--- src/rtl/cachebusburst_pkg.sv ---
// cachebusburst_pkg: FSM state type shared by the cache bus burst engine
// and the other cache controllers.
`default_nettype none

package cachebusburst_pkg;

  typedef enum logic [1:0] {
    IDLE  = 2'd0,
    READ  = 2'd1,
    WRITE = 2'd2,
    DONE  = 2'd3
  } statetype;

endpackage

`default_nettype wire

--- src/rtl/cachebusburst_beatcnt.sv ---
// cachebusbeatcnt: beat index within a cache line burst; wraps at the line end
// and flags the final beat.
`default_nettype none

module cachebusbeatcnt #(
  parameter int LOGBWPL = 2
) (
  input  logic               clk,
  input  logic               reset,
  input  logic               clr,
  input  logic               en,
  output logic [LOGBWPL-1:0] count,
  output logic               last
);

  always_ff @(posedge clk) begin
    if (reset || clr) count <= '0;
    else if (en)      count <= count + 1'b1;
  end

  // Beat count is a power of two, so the final beat is the all-ones index.
  assign last = &count;

endmodule

`default_nettype wire

--- src/rtl/cachebusburst.sv ---
// cachebusburst: splits cache line fetch/writeback requests into bus beats.
// Optional per-beat watchdog abort is built when CACHEBUS_TIMEOUT_EN is defined.
`default_nettype none

module cachebusburst
  import cachebusburst_pkg::*;
#(
  parameter int PA_BITS      = 32,
  parameter int AHBW         = 32,
  parameter int BEATSPERLINE = 4,
  parameter int LOGBWPL      = 2,
  parameter int TIMEOUT      = 255
) (
  input  logic                         clk,
  input  logic                         reset,
  input  logic [1:0]                   CacheBusRW,
  input  logic [PA_BITS-1:0]           CacheBusAdr,
  input  logic                         FlushStage,
  input  logic [AHBW-1:0]              CacheReadDataWord,
  output logic                         CacheBusAck,
  output logic                         SelBusBeat,
  output logic [LOGBWPL-1:0]           BeatCount,
  output logic [BEATSPERLINE*AHBW-1:0] FetchBuffer,
  output logic                         BusBusy,
  output logic                         BusError,
  output logic                         BusValid,
  output logic                         BusWrite,
  output logic [PA_BITS-1:0]           BusAdr,
  output logic [AHBW-1:0]              BusWData,
  input  logic                         BusReady,
  input  logic [AHBW-1:0]              BusRData
);

  localparam int OFFBITS = $clog2(AHBW/8);

  statetype state, next_state;
  logic     beat_done;
  logic     last_beat;
  logic     timeout;

  always_ff @(posedge clk) begin
    if (reset) state <= IDLE;
    else       state <= next_state;
  end

  always_comb begin
    next_state = state;
    case (state)
      IDLE: begin
        if (CacheBusRW[0] && !FlushStage)      next_state = WRITE;
        else if (CacheBusRW[1] && !FlushStage) next_state = READ;
      end
      READ, WRITE: begin
        if (timeout || (beat_done && last_beat)) next_state = DONE;
      end
      DONE:    next_state = IDLE;
      default: next_state = IDLE;
    endcase
  end

  assign BusValid    = (state == READ) || (state == WRITE);
  assign BusWrite    = (state == WRITE);
  assign SelBusBeat  = (state == WRITE);
  assign BusBusy     = (state != IDLE);
  assign CacheBusAck = (state == DONE);
  assign beat_done   = BusValid && BusReady;

  // Beat index replaces the word-offset field, so the line index never carries.
  assign BusAdr = BusValid ?
                  {CacheBusAdr[PA_BITS-1:OFFBITS+LOGBWPL], BeatCount, CacheBusAdr[OFFBITS-1:0]} :
                  '0;
  assign BusWData = SelBusBeat ? CacheReadDataWord : '0;

  cachebusbeatcnt #(.LOGBWPL(LOGBWPL)) u_beatcnt (
    .clk   (clk),
    .reset (reset),
    .clr   (state == IDLE),
    .en    (beat_done),
    .count (BeatCount),
    .last  (last_beat)
  );

  always_ff @(posedge clk) begin
    if (reset)
      FetchBuffer <= '0;
    else if ((state == READ) && beat_done)
      FetchBuffer[BeatCount*AHBW +: AHBW] <= BusRData;
  end

`ifdef CACHEBUS_TIMEOUT_EN
  localparam int WCW = ($clog2(TIMEOUT+1) > 8) ? $clog2(TIMEOUT+1) : 8;

  logic [WCW-1:0] wait_cnt;
  logic           err_q;

  always_ff @(posedge clk) begin
    if (reset || !BusValid || beat_done) wait_cnt <= '0;
    else                                 wait_cnt <= wait_cnt + 1'b1;
  end

  assign timeout = BusValid && (wait_cnt == WCW'(TIMEOUT));

  always_ff @(posedge clk) begin
    if (reset || (state == IDLE)) err_q <= 1'b0;
    else if (timeout)             err_q <= 1'b1;
  end

  assign BusError = (state == DONE) && err_q;
`else
  // Without the watchdog a stalled beat waits forever; TIMEOUT has no effect.
  assign timeout  = 1'b0 && (TIMEOUT != 0);
  assign BusError = 1'b0;
`endif

endmodule

`default_nettype wire

--- config.mk ---
export PLATFORM = sky130hd
export DESIGN_NAME = cachebusburst
export DESIGN_NICKNAME = d
export VERILOG_FILES = /design/src/rtl/cachebusburst_pkg.sv /design/src/rtl/cachebusburst_beatcnt.sv /design/src/rtl/cachebusburst.sv
export SDC_FILE = /design/constraint.sdc
export NUM_CORES = 1
export LEC_CHECK = 0
export ABC_CLOCK_PERIOD_IN_PS = 2300
export CAP_MARGIN = 10
export CORE_MARGIN = 2
export CORE_UTILIZATION = 41
export CTS_BUF_LIST = sky130_fd_sc_hd__clkbuf_8
export DETAILED_ROUTE_END_ITERATION = 8
export GPL_TIMING_DRIVEN = 1
export PLACE_DENSITY_LB_ADDON = 0.05
export SYNTH_ARGS = -nofsm -noshare
export SYNTH_HDL_FRONTEND = slang
export SYNTH_SLANG_ARGS = --single-unit
--- constraint.sdc ---
create_clock -name clk -period 2.3 [get_ports clk]
set_input_delay 0.46 -clock clk [delete_from_list [all_inputs] [get_ports clk]]
set_output_delay 0.46 -clock clk [all_outputs]
set_load 0.03 [all_outputs]
==> results.txt, run 1 <==
* H-Tree Depth: 4
- Highest Clock Rate: 457 MHz
* WS Path Type: reg -> out
* Synthesis-stage register bit count: 132
- Number of iterations in the first detailed-routing pass: 5
- The total overflow left after global routing is 0.
- Traced cell by cell, the critical path runs through inv_1 -> ha_4 -> and2_1 -> buf_4.
* Average wire length per cell after detail routing: between 15 and 20 um
- Boundary pin count: 302
- Cell total after placement: 1,130
- The finished cells cover 0.00920 mm2.
- Max-cap violations in this run came to 0.
- The worst-case IR drop observed on VDD is ~0.82 mV.
- Number of buffers created by CTS: 17
- Share of flip-flops with an asynchronous set or reset after synthesis: 0%
- Global Route Usage Sum: a little over a quarter
- Once placement finished, the instance area stood at 0.00880 mm2.
- For the final routed database, the setup TNS stands at 0 ns.
- Crit path buffers/inverters: 2
- Counting instances in the post-synthesis netlist gives the leading cell types as dfxtp_1, nand2_1, nand3_1.
- Filler cells: about 1,100
* Chip width: around 120 um
- Die Y-Extent: ~120 um
- After synthesis, the mean cell area works out to roughly 8.4 um2.
- Synth unique cells: 30
- Largest area contributor in the netlist: dfxtp_1
- Subtracting the final worst setup slack from the clock period gives 2.19 ns.
* Leakage power: between 3 and 4 nW
- In this run the worst hold path is classified as in -> reg.
- Row generation in the floorplan step produced 43 rows.
- Worst Skew: about 0.012 ns
* Final GP Congestion: between 0.7 and 0.8
- The cell family contributing the most delay on the critical path is adder cells.
- Clock Path Buffers: 2
- In this run the remaining antenna-violating nets after routing total 0.
- After detailed routing, the number of vias per cell comes to 5.17.
- Post-Layout Cell Count: 1,160
* Number of warnings issued by yosys: 0
- In this run the worst path has a maximum fanout of 37.
* Final Setup Violations: 0
- Detailed placer's ending HPWL: 14,800 um
- Ratio of final minimum period to clock period: around 95%
- The number of global-route vias before repair came to roughly 5,900.
- Count of flip-flops with a built-in enable after synthesis: 0
- Synthesis produced a netlist with a net count of about 800.
- The number of antenna violations at the first check in global routing was 0.
* Sort of element at the end of the critical path: output port
- Clock Root Buffer: clkbuf_8
* Area taken by flip-flops and latches: 0.00264 mm2
- Entering global routing, the biggest net connects 64 pins.
- Run status: completed
- First-pass GRT wire length: about 31,000 um
* Arr. time, crit path: 1.73 ns
* I/O Buffers: between 200 and 300
- Area added between synthesis and finish: 59.3%
- CTS clock-pin slew for the worst setup and hold paths: 0.07 ns
- In the synthesized netlist the dominant register cell turns out to be dfxtp_1.
- Combined area of the multi-input logic cells: 0.00283 mm2
- Die Outline Area: about 0.015 mm2
* Slowest Stage Delay on Critical Path: 0.44 ns
- In this run the cell area of the synthesized design comes to a little under 0.006 mm2.
* Setup repair after global routing missed its margin: yes
* Cell at the slowest stage of the critical path: ha_4
- At the end of the flow, the number of nets in the layout was roughly 1,100.
* Inserted Diodes: 0
* Post-synthesis sequential area ratio: 45.7%
- After synthesis, the largest area contributor takes up 45.7% of total cell area.
- Fraction of final layout cells with drive strength greater than 1: about a fifth
- Initial core utilization: about two fifths
- Slack of the worst reg-to-reg path: 0.50 ns
- Total via count after detailed routing: between 5,000 and 6,000
* Worst skew pair latency: 0.44 ns
- For this design the ratio of total power to cell area is 721 mW/mm2.
- Counting every sink on the clock net gives roughly 130.
* Final max-slew violation count: 0
- Cell types with the largest area share after synthesis: dfxtp_1, nand3_1, nand2_1
- Data on the critical path is required at its endpoint by between 1.5 and 2 ns.
- Worst Setup Start Kind: flop
* Final Hold Violating Endpoints: 0
* Placeable core area: between 0.01 and 0.015 mm2
- Counting every instance in the synthesized netlist gives 686.
- The first routing iteration left around 430 violations.
- After detailed routing, the number of remaining DRC violations is 0.
- Hold buffer count at cts: 0
- TritonCTS built the clock tree.
- Total wire length: approximately 20,000 um
* Most numerous cell in the Yosys netlist: dfxtp_1
[cells by family (layout without fill, tap and decap cells)]
logic type	after synthesis	in the layout	share of synthesized area, %
adder cells (fa/ha/maj)	10	10	2.17
buffers and inverters	68	362	5.76
flip-flops	132	132	45.7
AO/OA/AOI/OAI	131	131	13.5
XOR/XNOR	1	1	0.152
AND/OR/NAND/NOR	340	340	32.1
multiplexers	3	3	0.541
other	1	1	0.0649
[area by class of cell]
| type | count | area share (%) |
|---|---|---|
| Tap cell | 180 | 2.45 |
| Inverter | 5 | 0.204 |
| Clock inverter | 8 | 0.938 |
| Clock buffer | 22 | 3.29 |
| Timing Repair Buffer | 327 | 33.6 |
| Sequential cell | 132 | 28.7 |
| Multi-Input combinational cell | 486 | 30.8 |
[report_power, final]
part | internal, W | leakage, nW | switching [W]
Sequential | 0.00237 | 1.07 | 0.0000489
Clock | 0.00108 | 0.213 | 0.000846
Combinational | 0.000919 | 2.01 | 0.00138
Total | 0.00437 | 3.29 | 0.00227
[repair_timing]
action | 4_1_cts | 5_1_grt
resized for setup | 4 | 3
endpoints found under the setup margin | 35 | 24
pin swaps | 0 | 0
buffers inserted | 0 | 0
[metrics by stage]
step / utilization (%) / hold WS (ns) / total power (W) / setup slack (ns)
after global routing: 66.6 / 0.344 / 0.00691 / -0.00955
after global placement: 63.6 / 0.438 / 0.00469 / 0.243
final: 66.6 / 0.346 / 0.00664 / 0.113
after detailed placement: 63.6 / 0.443 / 0.00474 / 0.158
after floorplan: - / 0.485 / 0.00379 / 0.182
after CTS: 66.5 / 0.320 / 0.00667 / 0.0618
[state kept, by name (all words and copies together), names as in the netlist]
| register | flops |
|---|---|
| state | 2 |
| FetchBuffer | 128 |
| u_beatcnt.count | 2 |
[metal layers]
| metal | vias to the layer above | global-route usage, % | routed length, um |
|---|---|---|---|
| li1 | 2868 | - | - |
| met1 | 2871 | 34.1 | 8800 |
| met2 | 228 | 43.0 | 9500 |
| met3 | 30 | 7.16 | 1380 |
| met4 | 0 | 9.12 | 361 |
| met5 | - | 0 | 0 |
[cells in the final DEF, fill, tap and decap left out, types with 3 or more instances in the layout]
master and count:
a21oi_1 90, and3_1 3, a21oi_2 30, nand3b_1 10, dfxtp_1 131, nor3_1 3, clkdlybuf4s50_1 229, clkbuf_8 22
buf_4 90, o21ai_0 8, buf_12 5, nand3_1 94, inv_1 10, ha_1 9, nand2b_1 5, and2_1 63
nand2_1 122, nand3_2 30
[final timing paths]
kind | from | end | depth (start not counted)
worst max register to register | u_beatcnt.count[0]$_SDFFE_PP0P_ | FetchBuffer[85]$_SDFFE_PP0P_ | 6
worst max-delay path | state[0]$_SDFFE_PP0P_ | BusAdr[19] | 4
worst min register to register | FetchBuffer[109]$_SDFFE_PP0P_ | FetchBuffer[109]$_SDFFE_PP0P_ | 2
worst min-delay path | reset | FetchBuffer[4]$_SDFFE_PP0P_ | 2
Power figures use the tool's default switching activity.
==> inputs of run 2 (changes only) <==
--- a/config.mk
+++ b/config.mk
@@ -5,7 +5,7 @@
 export SDC_FILE = /design/constraint.sdc
 export NUM_CORES = 1
 export LEC_CHECK = 0
-export ABC_CLOCK_PERIOD_IN_PS = 2300
+export ABC_CLOCK_PERIOD_IN_PS = 2200
 export CAP_MARGIN = 10
 export CORE_MARGIN = 2
 export CORE_UTILIZATION = 41
==> constraint.sdc (replaced) <==
create_clock -name clk -period 2.2 [get_ports clk]
set_input_delay 0.44 -clock clk [delete_from_list [all_inputs] [get_ports clk]]
set_output_delay 0.44 -clock clk [all_outputs]
set_load 0.03 [all_outputs]
==> run 2 against run 1 <==
  * Sequential share of layout area hardly changed
  * Cell count is 0.43% higher
  * Sequential power is 5% higher
  * Design area is 0.18% higher
  * Total power is 3.1% higher
  * Critical path depth is 2 lower
  * Register-to-register slack worse by 0.15 ns
  * Global-route usage is 0.063 points higher
  * Sequential cell count stayed put
  * Clock-buffer cell count is 4 lower
  * First-iteration DRC count is 23% higher
  * Critical endpoint is now BeatCount[0]
==> results.txt, run 2 (same netlist as run 1, synthesis figures left out) <==
- The most frequent standard cell in the layout excluding fill and tap cells is clkdlybuf4s50_1 (unchanged).
- Detailed placer's ending HPWL: 14,800 um (about the same)
- The arrival time of the worst setup path is 1.65 ns (was 1.73 ns).
- H-Tree Depth: 4 (unchanged)
- Registers with the most flip-flops: FetchBuffer: 128 flops, state: 2 flops, u_beatcnt.count: 2 flops (unchanged)
- Final Setup Violations: 0 (unchanged)
* Total non-filler cell area in the finished layout: 0.00922 mm2 (was 0.00920 mm2)
* Final sum of negative setup slack: 0 ns (unchanged)
* Reg power frac: 37.0% (was 36.4%)
* Final GP Congestion: 0.790 (was 0.794)
- The floorplan die width was 123 um (unchanged).
- In the finished design, the share of the clock period the worst path needs comes to ~95%.
- The register with the most flip-flops is FetchBuffer (unchanged).
- Crit path capture: BeatCount[0] (was BusAdr[19])
- The area used by multi-input combinational logic is 0.00284 mm2 (was 0.00283 mm2).
- The cell area reported after detailed placement came to 0.00881 mm2 (was 0.00880 mm2).
- Cell row count: 43 (unchanged)
- Area taken by flip-flops and latches: 0.00265 mm2 (was 0.00264 mm2)
- Antenna-violating nets left: 0 (unchanged)
* I/O Buffers: 298 (unchanged)
* Filler cells: 1,149 (was 1,135)
- The area growth from synthesis to layout came to 59.6% (was 59.3%).
* Slack of the worst reg-to-reg path: 0.35 ns (was 0.50 ns)
* Largest net degree at the start of global routing: 46 (was 64)
* Minimum clock period: 2.09 ns
- The worst-case reg-to-reg path depth was 6 (unchanged).
- Die Outline Area: 0.0151 mm2 (unchanged)
- Initial core utilization: 41.8% (unchanged)
- Commonest cells after routing, fill and taps aside: clkdlybuf4s50_1, dfxtp_1, nand2_1, buf_4, nand3_1 (was clkdlybuf4s50_1, dfxtp_1, nand2_1, nand3_1).
- Worst Skew: 0.0120 ns (was 0.0117 ns)
* Fraction of final layout cells with drive strength greater than 1: 20.2% (was 19.3%)
* Final max-slew violation count: 0 (unchanged)
* Inserted Diodes: 0 (unchanged)
* Cell internal power dissipation: 0.00440 W (was 0.00437 W)
* Critical Path Start: u_beatcnt.count[0]$_SDFFE_PP0P_ (was state[0]$_SDFFE_PP0P_)
- Leakage power: 3.29 nW (about the same)
* Average wire length per cell after detail routing: 17.3 um (about the same)
- Die Y-Extent: 123 um (unchanged)
- The destination of the worst register-to-register timing path is FetchBuffer[65]$_SDFFE_PP0P_ (was FetchBuffer[85]$_SDFFE_PP0P_).
* Total via count after detailed routing: 5,957 (was 5,997)
* Number of buffers created by CTS: 17 (unchanged)
- Net switching fraction of the power: 35.7% (was 34.2%)
* Required arrival time at the worst endpoint: 1.76 ns (was 1.84 ns)
- Largest register FFs: 128 (unchanged)
- Vias per inst: 5.11 (was 5.17)
* Worst skew pair latency: 0.44 ns (about the same)
- The final critical-path setup slack was 0.106 ns (was 0.113 ns).
- The path type of the worst setup path is reg -> out (unchanged).
* Number of global-route vias before repair: 5,754 (was 5,873)
* Boundary pin count: 302 (unchanged)
* Clock Root Buffer: clkbuf_8 (unchanged)
- The DRC violation count after routing came to 0 (unchanged).
- Placeable core area: 0.0138 mm2 (unchanged)
- Clock Path Buffers: 2 (unchanged)
- Starting DRT DRC Count: 525 (was 427)
* Clock tree from TritonCTS: yes (unchanged)
* Global Route Usage Sum: 26.6% (about the same)
* Total of max-cap violations: 0 (unchanged)
- Sort of element at the end of the critical path: output port (unchanged)
- Pre-CTS setup slack: 0.0843 ns (was 0.158 ns)
- Power density normalized to cell area: 742 mW/mm2 (was 721 mW/mm2)
- The combinational power share came to 36.5% (was 34.6%).
- The total power was 0.00684 W (was 0.00664 W).
- Final Hold Violating Endpoints: 0 (unchanged)
- The reg-to-reg startpoint is u_beatcnt.count[0]$_SDFFE_PP0P_ (unchanged).
- Initial antenna violation count: 0 (unchanged)
- Worst Setup Start Kind: flop (unchanged)
- The total iterations of the first detailed-routing run was 5 (unchanged).
* Setup repair after global routing missed its margin: no (was yes)
- Based on the critical path, the design can be clocked at up to 478 MHz.
- Maximum VDD drop: 0.616 mV (was 0.816 mV)
- The number of sinks driven by the clock tree came to 132 (unchanged).
- Net switching power figure: 0.00244 W (was 0.00227 W)
- The global-route wire length before repair is 30,800 um (unchanged).
- The number of nets in the layout came to 1,086 (was 1,081).
- The clock slew at the register clock pins of the worst setup and hold paths came to 0.08 ns (was 0.07 ns).
- Run status: completed (unchanged)
- Critical-path maximum fanout: 8 (was 37)
- Worst min-delay path category: in -> reg (unchanged)
- Total wire length: 20,100 um (was 20,000 um)
- The leftover overflow at the end of global routing came to 0 (unchanged).
- The fraction of power consumed by the clock network was 26.5% (was 29.0%).
[run 2: cell count changes in the layout (fill, tap and decap cells not counted), sizes merged]
cell	delta
clkinv	+7
buf	+6
clkbuf	-4
inv	-2
bufinv	-1
dlygate4sd2	-1
[run 2: how the worst min path moves through the flow]
stage                            startpoint                      endpoint  slack [ns]  cells after the start
5_1_grt                               reset  FetchBuffer[43]$_SDFFE_PP0P_        0.45                      2
3_5_place_dp   FetchBuffer[43]$_SDFFE_PP0P_  FetchBuffer[43]$_SDFFE_PP0P_        0.45                      2
2_1_floorplan         state[1]$_SDFFE_PP0P_         state[1]$_SDFFE_PP0P_        0.49                      2
3_3_place_gp   FetchBuffer[40]$_SDFFE_PP0P_  FetchBuffer[40]$_SDFFE_PP0P_        0.44                      2
4_1_cts                               reset  FetchBuffer[37]$_SDFFE_PP0P_        0.42                      2
6_report                              reset  FetchBuffer[98]$_SDFFE_PP0P_        0.45                      2
[run 2: final cells by class]
| type | instances | area share [%] |
|---|---|---|
| Inverter | 5 | 0.204 |
| Clock inverter | 12 | 1.03 |
| Sequential cell | 132 | 28.7 |
| Timing Repair Buffer | 332 | 34.1 |
| Tap cell | 180 | 2.44 |
| Multi-Input combinational cell | 486 | 30.8 |
| Clock buffer | 18 | 2.69 |
[run 2: routing by layer]
layer / part of all wire (%) / GRT usage (%)
met1: 43 / 34.8
met5: 0 / 0
met3: 7.8 / 7.85
met2: 48 / 42.6
met4: 1.2 / 7.61
[run 2: worst max-delay path, stage by stage (launching register included)]
cell             delay, ns
dfxtp_1               0.33
buf_4                 0.19
clkdlybuf4s50_1       0.69
[run 2: repair_timing]
action | in CTS | in global routing
hold buffers | 0 | 0
gates resized for setup | 7 | 3
setup buffers | 4 | 0
pin swaps | 1 | 0
setup endpoints to repair | 68 | 15
[run 2: power by group through the flow]
| stage | clock network (W) | logic, W | registers, W |
|---|---|---|---|
| 2_1_floorplan | 0 | 0.00124 | 0.00272 |
| 3_3_place_gp | 0 | 0.00234 | 0.00257 |
| 3_5_place_dp | 0 | 0.00239 | 0.00258 |
| 4_1_cts | 0.00183 | 0.00250 | 0.00253 |
| 5_1_grt | 0.00193 | 0.00265 | 0.00254 |
| 6_report | 0.00181 | 0.00250 | 0.00253 |
[run 2: per-stage QoR]
stage / utilization, % / hold slack [ns] / cells
final: 66.7 / 0.446 / 1165
after global routing: 66.7 / 0.451 / 1165
after CTS: 66.6 / 0.419 / 1165
after detailed placement: 63.7 / 0.446 / 1131
after global placement: 63.7 / 0.438 / 1131
after floorplan: - / 0.485 / 686
